<file path="src/rtl/pcie_ltssm_link_monitor.sv">
// PCIe LTSSM link monitor: glitch-filters the raw LTSSM code, classifies it into a
// four-state link FSM, keeps saturating link-health statistics and drives board LEDs.
module pcie_ltssm_link_monitor #(
    parameter int STABLE_CYCLES = 16,
    parameter int ALIVE_BITS    = 26,
    parameter int CNT_W         = 16
) (
    input  logic             pld_clk,
    input  logic             rst,
    input  logic [4:0]       ltssm_state,
    input  logic [3:0]       lane_act,
    input  logic             gen2_speed,
    input  logic             clr_stats,
    output logic [1:0]       link_state,
    output logic             link_up,
    output logic [CNT_W-1:0] link_down_cnt,
    output logic [CNT_W-1:0] recovery_cnt,
    output logic [CNT_W-1:0] train_cycles,
    output logic             alive_led,
    output logic             comp_led,
    output logic             l0_led,
    output logic             gen2_led,
    output logic [3:0]       lane_active_led
);

    typedef enum logic [1:0] {
        LS_DOWN  = 2'd0,
        LS_TRAIN = 2'd1,
        LS_UP    = 2'd2,
        LS_RECOV = 2'd3
    } link_t;

    localparam logic [7:0]       STAB_MAX = 8'(STABLE_CYCLES - 1);
    localparam logic [CNT_W-1:0] CNT_MAX  = '1;

    logic [4:0]            raw_q;
    logic [4:0]            filt_q;
    logic [7:0]            stab_q;
    link_t                 state_q, state_d;
    logic [CNT_W-1:0]      down_cnt_q, rec_cnt_q, train_q, tr_q;
    logic                  armed_q;
    logic [ALIVE_BITS-1:0] alive_q;
    logic                  comp_q, l0_q, gen2_q;
    logic [3:0]            lane_q;

    logic ev_drop, ev_recov, ev_train_up, ev_direct_up, ev_train_start;

    function automatic link_t classify(input logic [4:0] code);
        case (code)
            5'h00, 5'h01, 5'h10, 5'h14: classify = LS_DOWN;
            5'h0F, 5'h15, 5'h16, 5'h17: classify = LS_UP;
            5'h0C, 5'h0D, 5'h0E, 5'h1A: classify = LS_RECOV;
            default:                    classify = LS_TRAIN;
        endcase
    endfunction

    function automatic logic [CNT_W-1:0] sat_inc(input logic [CNT_W-1:0] v);
        sat_inc = (v == CNT_MAX) ? v : v + {{(CNT_W-1){1'b0}}, 1'b1};
    endfunction

    // A code must be seen unchanged for STABLE_CYCLES samples before it reaches filt_q.
    always_ff @(posedge pld_clk) begin
        if (rst) begin
            raw_q  <= '0;
            stab_q <= '0;
            filt_q <= '0;
        end else begin
            raw_q <= ltssm_state;
            if (ltssm_state != raw_q)
                stab_q <= '0;
            else if (stab_q != STAB_MAX)
                stab_q <= stab_q + 8'd1;
            if (stab_q == STAB_MAX && raw_q != filt_q)
                filt_q <= raw_q;
        end
    end

    always_ff @(posedge pld_clk) begin
        if (rst) state_q <= LS_DOWN;
        else     state_q <= state_d;
    end

    always_comb begin
        state_d        = classify(filt_q);
        ev_drop        = 1'b0;
        ev_recov       = 1'b0;
        ev_train_up    = 1'b0;
        ev_direct_up   = 1'b0;
        ev_train_start = 1'b0;
        case (state_q)
            LS_DOWN: begin
                ev_train_start = (state_d == LS_TRAIN);
                ev_direct_up   = (state_d == LS_UP);
            end
            LS_TRAIN: ev_train_up = (state_d == LS_UP);
            LS_UP: begin
                ev_drop  = (state_d == LS_DOWN);
                ev_recov = (state_d == LS_RECOV);
            end
            LS_RECOV: ev_drop = (state_d == LS_DOWN);
            default: ;
        endcase
    end

    // The edge that leaves TRAINING still counts that last TRAINING cycle.
    always_ff @(posedge pld_clk) begin
        if (rst) begin
            tr_q    <= '0;
            armed_q <= 1'b0;
        end else begin
            if (ev_train_start)
                tr_q <= '0;
            else if (state_q == LS_TRAIN)
                tr_q <= sat_inc(tr_q);
            if (ev_train_start)
                armed_q <= 1'b1;
            else if (state_d == LS_DOWN || ev_train_up)
                armed_q <= 1'b0;
        end
    end

    always_ff @(posedge pld_clk) begin
        if (rst || clr_stats) begin
            down_cnt_q <= '0;
            rec_cnt_q  <= '0;
            train_q    <= '0;
        end else begin
            if (ev_drop)  down_cnt_q <= sat_inc(down_cnt_q);
            if (ev_recov) rec_cnt_q  <= sat_inc(rec_cnt_q);
            if (ev_train_up && armed_q)
                train_q <= sat_inc(tr_q);
            else if (ev_direct_up)
                train_q <= '0;
        end
    end

    always_ff @(posedge pld_clk) begin
        if (rst) begin
            comp_q  <= 1'b0;
            l0_q    <= 1'b0;
            gen2_q  <= 1'b0;
            lane_q  <= '0;
            alive_q <= '0;
        end else begin
            comp_q  <= (filt_q == 5'h03);
            l0_q    <= (filt_q == 5'h0F);
            gen2_q  <= gen2_speed & (state_q == LS_UP);
            lane_q  <= lane_act;
            alive_q <= alive_q + {{(ALIVE_BITS-1){1'b0}}, 1'b1};
        end
    end

    assign link_state      = state_q;
    assign link_up         = (state_q == LS_UP);
    assign link_down_cnt   = down_cnt_q;
    assign recovery_cnt    = rec_cnt_q;
    assign train_cycles    = train_q;
    assign alive_led       = alive_q[ALIVE_BITS-1];
    assign comp_led        = comp_q;
    assign l0_led          = l0_q;
    assign gen2_led        = gen2_q;
    assign lane_active_led = lane_q;

endmodule

</file>
<file path="config.mk">
export PLATFORM = sky130hd
export DESIGN_NAME = pcie_ltssm_link_monitor
export DESIGN_NICKNAME = d
export VERILOG_FILES = /design/src/rtl/pcie_ltssm_link_monitor.sv
export SDC_FILE = /design/constraint.sdc
export NUM_CORES = 1
export LEC_CHECK = 0
export BUFFER_PORTS_ARGS = -buffer_cell sky130_fd_sc_hd__clkbuf_2
export CORE_MARGIN = 2
export CORE_UTILIZATION = 25
export CTS_BUF_LIST = sky130_fd_sc_hd__clkbuf_8
export DETAILED_ROUTE_END_ITERATION = 10
export PLACE_DENSITY = 0.53
export SYNTH_ARGS = -nofsm -noshare
export SYNTH_HDL_FRONTEND = slang
export SYNTH_SLANG_ARGS = --single-unit
</file>
<file path="constraint.sdc">
create_clock -name pld_clk -period 2.4 [get_ports pld_clk]
set_input_delay 0.48 -clock pld_clk [delete_from_list [all_inputs] [get_ports pld_clk]]
set_output_delay 0.48 -clock pld_clk [all_outputs]
set_load 0.1 [all_outputs]
</file>
* Word level (Yosys, flattened, before mapping)
Memory sizes are Yosys's and may differ from the RTL's. A register that Yosys moved wholly into a read port is not among the register bits.
Cells that the tools add are included.
** Cells by class
- Add/sub/neg operators :: 5
- Equal/unequal tests :: 15
- Mux-type cells :: 12
- Bitwise operators :: 3
- Reductions and logical operators :: 13
** Operators by type and width (number)
- adder 16 x 1 -> 16 bit, second input constant :: 3
- == test 16 bit, second input constant :: 3
- two-way mux 16 bit :: 3
- adder 26 x 1 -> 26 bit, second input constant :: 1
- two-way mux 5 bit :: 2
- != test 5 bit :: 2
- adder 8 x 1 -> 8 bit, second input constant :: 1
- == test 2 bit, second input constant :: 4
- == test 8 x 4 -> 1 bit, second input constant :: 1
- != test 8 x 4 -> 1 bit, second input constant :: 1
- two-way mux 1 bit :: 7
- OR reduction 2 bit :: 3
- == test 5 x 2 -> 1 bit, second input constant :: 1
- == test 5 x 4 -> 1 bit, second input constant :: 1
- == test 2 x 1 -> 1 bit, second input constant :: 2
- zero test 2 bit :: 2
- AND reduction 2 bit :: 2
- nonzero test 2 bit :: 2
- logical AND 1 bit :: 2
- logical OR 1 bit :: 2
- NOT 1 bit :: 2
- bitwise AND 1 bit :: 1
** Word-level totals
- Register bits after elaboration :: 118
- Memory bits (read-only) :: 64
- Input port bits :: 13
- Output and inout port bits :: 59
- Word-level logic and storage cells :: 63
- Memories kept :: 1
** Memories
- (name not given) :: words 32, bits a word 2, rd ports 1, clocked after Yosys merged registers in 1, write ports 0, line 49 : case (code)

* Depth between registers and ports, before layout
- Depth in word-level cells :: 5
- Depth in mapped cells :: 8
- Mapped depth without buffers :: 7

* Worst setup path before layout
Ideal clock, no wire load.
- Kind :: register to output
- Start :: reg state_q[1], in the netlist link_state[1]
- End :: out link_up
- Arrival :: 2.492 ns
- Slack :: -0.572 ns
- Cell stages (with the launch flop) :: 2
- Path buffers :: 0
- Path through :: dfxtp_1 > nor2b_1
** On the way
- Longest elaborated chain between the ends :: 1
** RTL lines
- start: declaration :: line 39 : link_t state_q, state_d;
- start signal: assignment :: line 80 : else state_q <= state_d;
- == test 2 bit :: line 154 : assign link_up = (state_q == LS_UP);
- end: declaration :: line 15 : output logic link_up,
No other way between the ends.

* Worst setup path after layout
Same ends and word-level chain as after synthesis.

==> flow_summary.ini <==
[power]
power_density_nw_per_um2 = 618
p_leak_nw = 2.38
peakVddDrop_mv = 0.317

[yosys]
yosysWarnings = 0
syn_area_per_cell_um2 = 8.85
ys_types = 55
synth_seq_cells = 120
syn_nets = 637
synth-seq-area-share_pct = 43.8
synthesis.area_um2 = 5480
synth-main-ff-cell = dfxtp_1
synth_edf_count = 0
synthCells = 619
synth_async_sr_flop_share_pct = 0

[clock_tree]
tritoncts = yes
postCtsSetupBuffers = 0
cts_resized = 0
cts-root-buf = clkbuf_8
clockBufferDepth = 2
cts_hold_buffers = 0
htree_levels = 4
clk-insertion-delay-late_ns = 0.43
clock_sinks = 120
clk_pin_slew_ns = 0.07
cts_buffers = 17

[place]
pre_cts_ws_ns = 0.415
numPortBuffers = 71
dpl.hpwl_mm = 8.55
globalplace.congestion = 0.798

[worst_setup_path]
worstPathRequired_ns = 1.92
max_stage_delay_ns = 0.50
crit_fanout = 9
crit_buf_inv = 1
criticalPathCategory = reg2out
crit_family = flip-flops
endpoint_kind = output port
crit_slowest_cell = dfxtp_1
path_cells = nor2b_4 -> clkbuf_2
start_kind = register
critical_path_arrival_ns = 1.60

[global_route]
grt_pass1_wl_mm = 20.3
grt_use_total_pct = 10.7
grt_use_met1_pct = 13.9
grt_pass1_vias = 4152
overflow = 0
grt_use_met3_pct = 3.45
grt_util_met2_pct = 16.0
grt_max_degree = 32
antenna_found_initial = 0
top_usage_layer = met2

[floorplan]
boundaryPins = 72
dieArea_um2 = 23100
chipHeight_um = 152
start_util_pct = 25.3
fp-row-count = 54
die_x_um = 152
coreArea_um2 = 21700

[finish]
final_common_cell = dfxtp_1
area_delta_synth_final_pct = 19.9
mostFrequentLayoutCells = 116 x dfxtp_1, 77 x nor2_1, 71 x clkbuf_2
drive_above_1_share_pct = 18.5
nets = 712
fillers = 2294
diodes = 0

[timing]
slew_viol_final = 0
fmax_mhz = 481
timing.final.hold_violations = 0
tns_ns = 0
hold-worst-slack_ns = 0.264
relSlewSlack_pct = 54.5
finalWorstSetupSlack_ns = 0.322
rsz0062_at_grt = false
setup_viol = 0
period_needed_ns = 2.08
tightest_slew_ns = 0.679
fin_crit_sh_pct = 86.6
finClkSkew_ns = 0.0139

[drt]
routedWlPerCell_um = 12.4
drc = 0
dr.pass1.iters = 4
drtAntennaViolNets = 0
num_vias = 4482
totalWireLength_mm = 12.2
via_per_inst = 4.54
drt_iter0_markers = 207

[run_status]
status = completed

[run]
cap_violations = 0

[min_path]
holdCritPathClass = in2reg
==> report_power, final <==
group / internal, mW / switching [mW]
logic: 0.0290 / 0.0752
registers: 2.00 / 0.00990
clock network: 1.12 / 0.826
total: 3.15 / 0.912
==> cells in the mapped netlist (2+ instances only) <==
master       n  area share [%]
o211ai_1     3            0.41
a21oi_1     23             2.1
nor2_1      77             5.3
o2111ai_1    2            0.32
nor3_2       6             1.1
nand3b_1     3            0.41
nand2_1     60             4.1
o31ai_1      4            0.55
o21ai_1      3            0.27
mux2i_1      8             1.5
nand4_4      2            0.78
clkbuf_2     2            0.18
nand2b_1     4            0.46
nand4_1     18             2.1
buf_2        6            0.55
nor3_1      22             2.0
ha_1         5             1.1
xnor2_1     38             6.1
nor4_1       8            0.91
dfxtp_1    120              44
inv_1        6            0.41
a211oi_1     7            0.96
a31oi_1      3            0.34
nand3_1     27             2.5
o21ai_0     23             2.1
nor3b_1      6            0.82
xor2_1      36             5.8
clkbuf_1    13            0.89
o311ai_0     2            0.32
or3_1        9             1.0
and4_1      15             2.4
nor2b_1     16             1.8
and2_1       5            0.57
and3_1      15             1.7
o22ai_1      2            0.23
==> routing by layer <==
layer | part of all wire (%) | wire, um
met5 | 0 | 0
met1 | 50 | 6160
met4 | 0.85 | 104
met3 | 3.6 | 439
met2 | 45 | 5510
==> state kept, by name (all words and copies together), names as in the netlist <==
name             count
gen2_led             1
comp_led             1
link_state           2
link_down_cnt       16
tr_q                16
alive_q             26
stab_q               8
lane_active_led      4
l0_led               1
state_d              2
filt_q               5
raw_q                5
train_cycles        16
recovery_cnt        16
armed_q              1
==> through the flow <==
| step | std cells | util, % | power, mW | area (um^2) |
|---|---|---|---|---|
| 2_1_floorplan | 619 | - | 2.13 | 5490 |
| 3_3_place_gp | 955 | 28.4 | 2.17 | 6150 |
| 3_5_place_dp | 955 | 28.4 | 2.17 | 6150 |
| 4_1_cts | 987 | 30.3 | 4.16 | 6570 |
| 5_1_grt | 987 | 30.3 | 4.25 | 6570 |
| 6_report | 987 | 30.3 | 4.06 | 6570 |
==> worst paths after layout <==
check	from	endpoint	depth (start not counted)	slack, ns
max	link_state[1]	link_up	2	0.32
min	lane_act[2]	lane_active_led[2]	2	0.26
max reg2reg	stab_q[0]	state_d[0]	7	0.42
min reg2reg	filt_q[2]	comp_led	1	0.44
==> kinds of logic (layout without fill, tap and decap cells) <==
family          count (synthesis)  after routing  synth area share [%]
flops                         120            120                  43.8
xor+xnor                       74             74                  11.8
compound gates                 79             79                  8.86
buf+inv                        29            117                  2.31
mux                            10             10                  2.12
fa+ha+maj                       5              5                  1.14
simple gates                  302            302                  29.9
==> final cells by class <==
| cell class | count | area, um^2 | share of cell area, % |
|---|---|---|---|
| tap | 280 | 350 | 5.33 |
| multi-input combinational | 470 | 2960 | 45.0 |
| inverter | 7 | 26.3 | 0.400 |
| timing repair buffer | 78 | 408 | 6.21 |
| clock buffer | 17 | 234 | 3.56 |
| clock inverter | 15 | 185 | 2.82 |
| sequential | 120 | 2410 | 36.6 |
==> worst reg2reg max path, stage by stage (launching register included) <==
cell	delay (ns)
dfxtp_1	0.38
ha_1	0.22
and4b_4	0.26
and2_4	0.24
mux2i_4	0.29
inv_1	0.10
nor4_1	0.28
a211oi_1	0.08
Power figures use the tool's default switching activity.
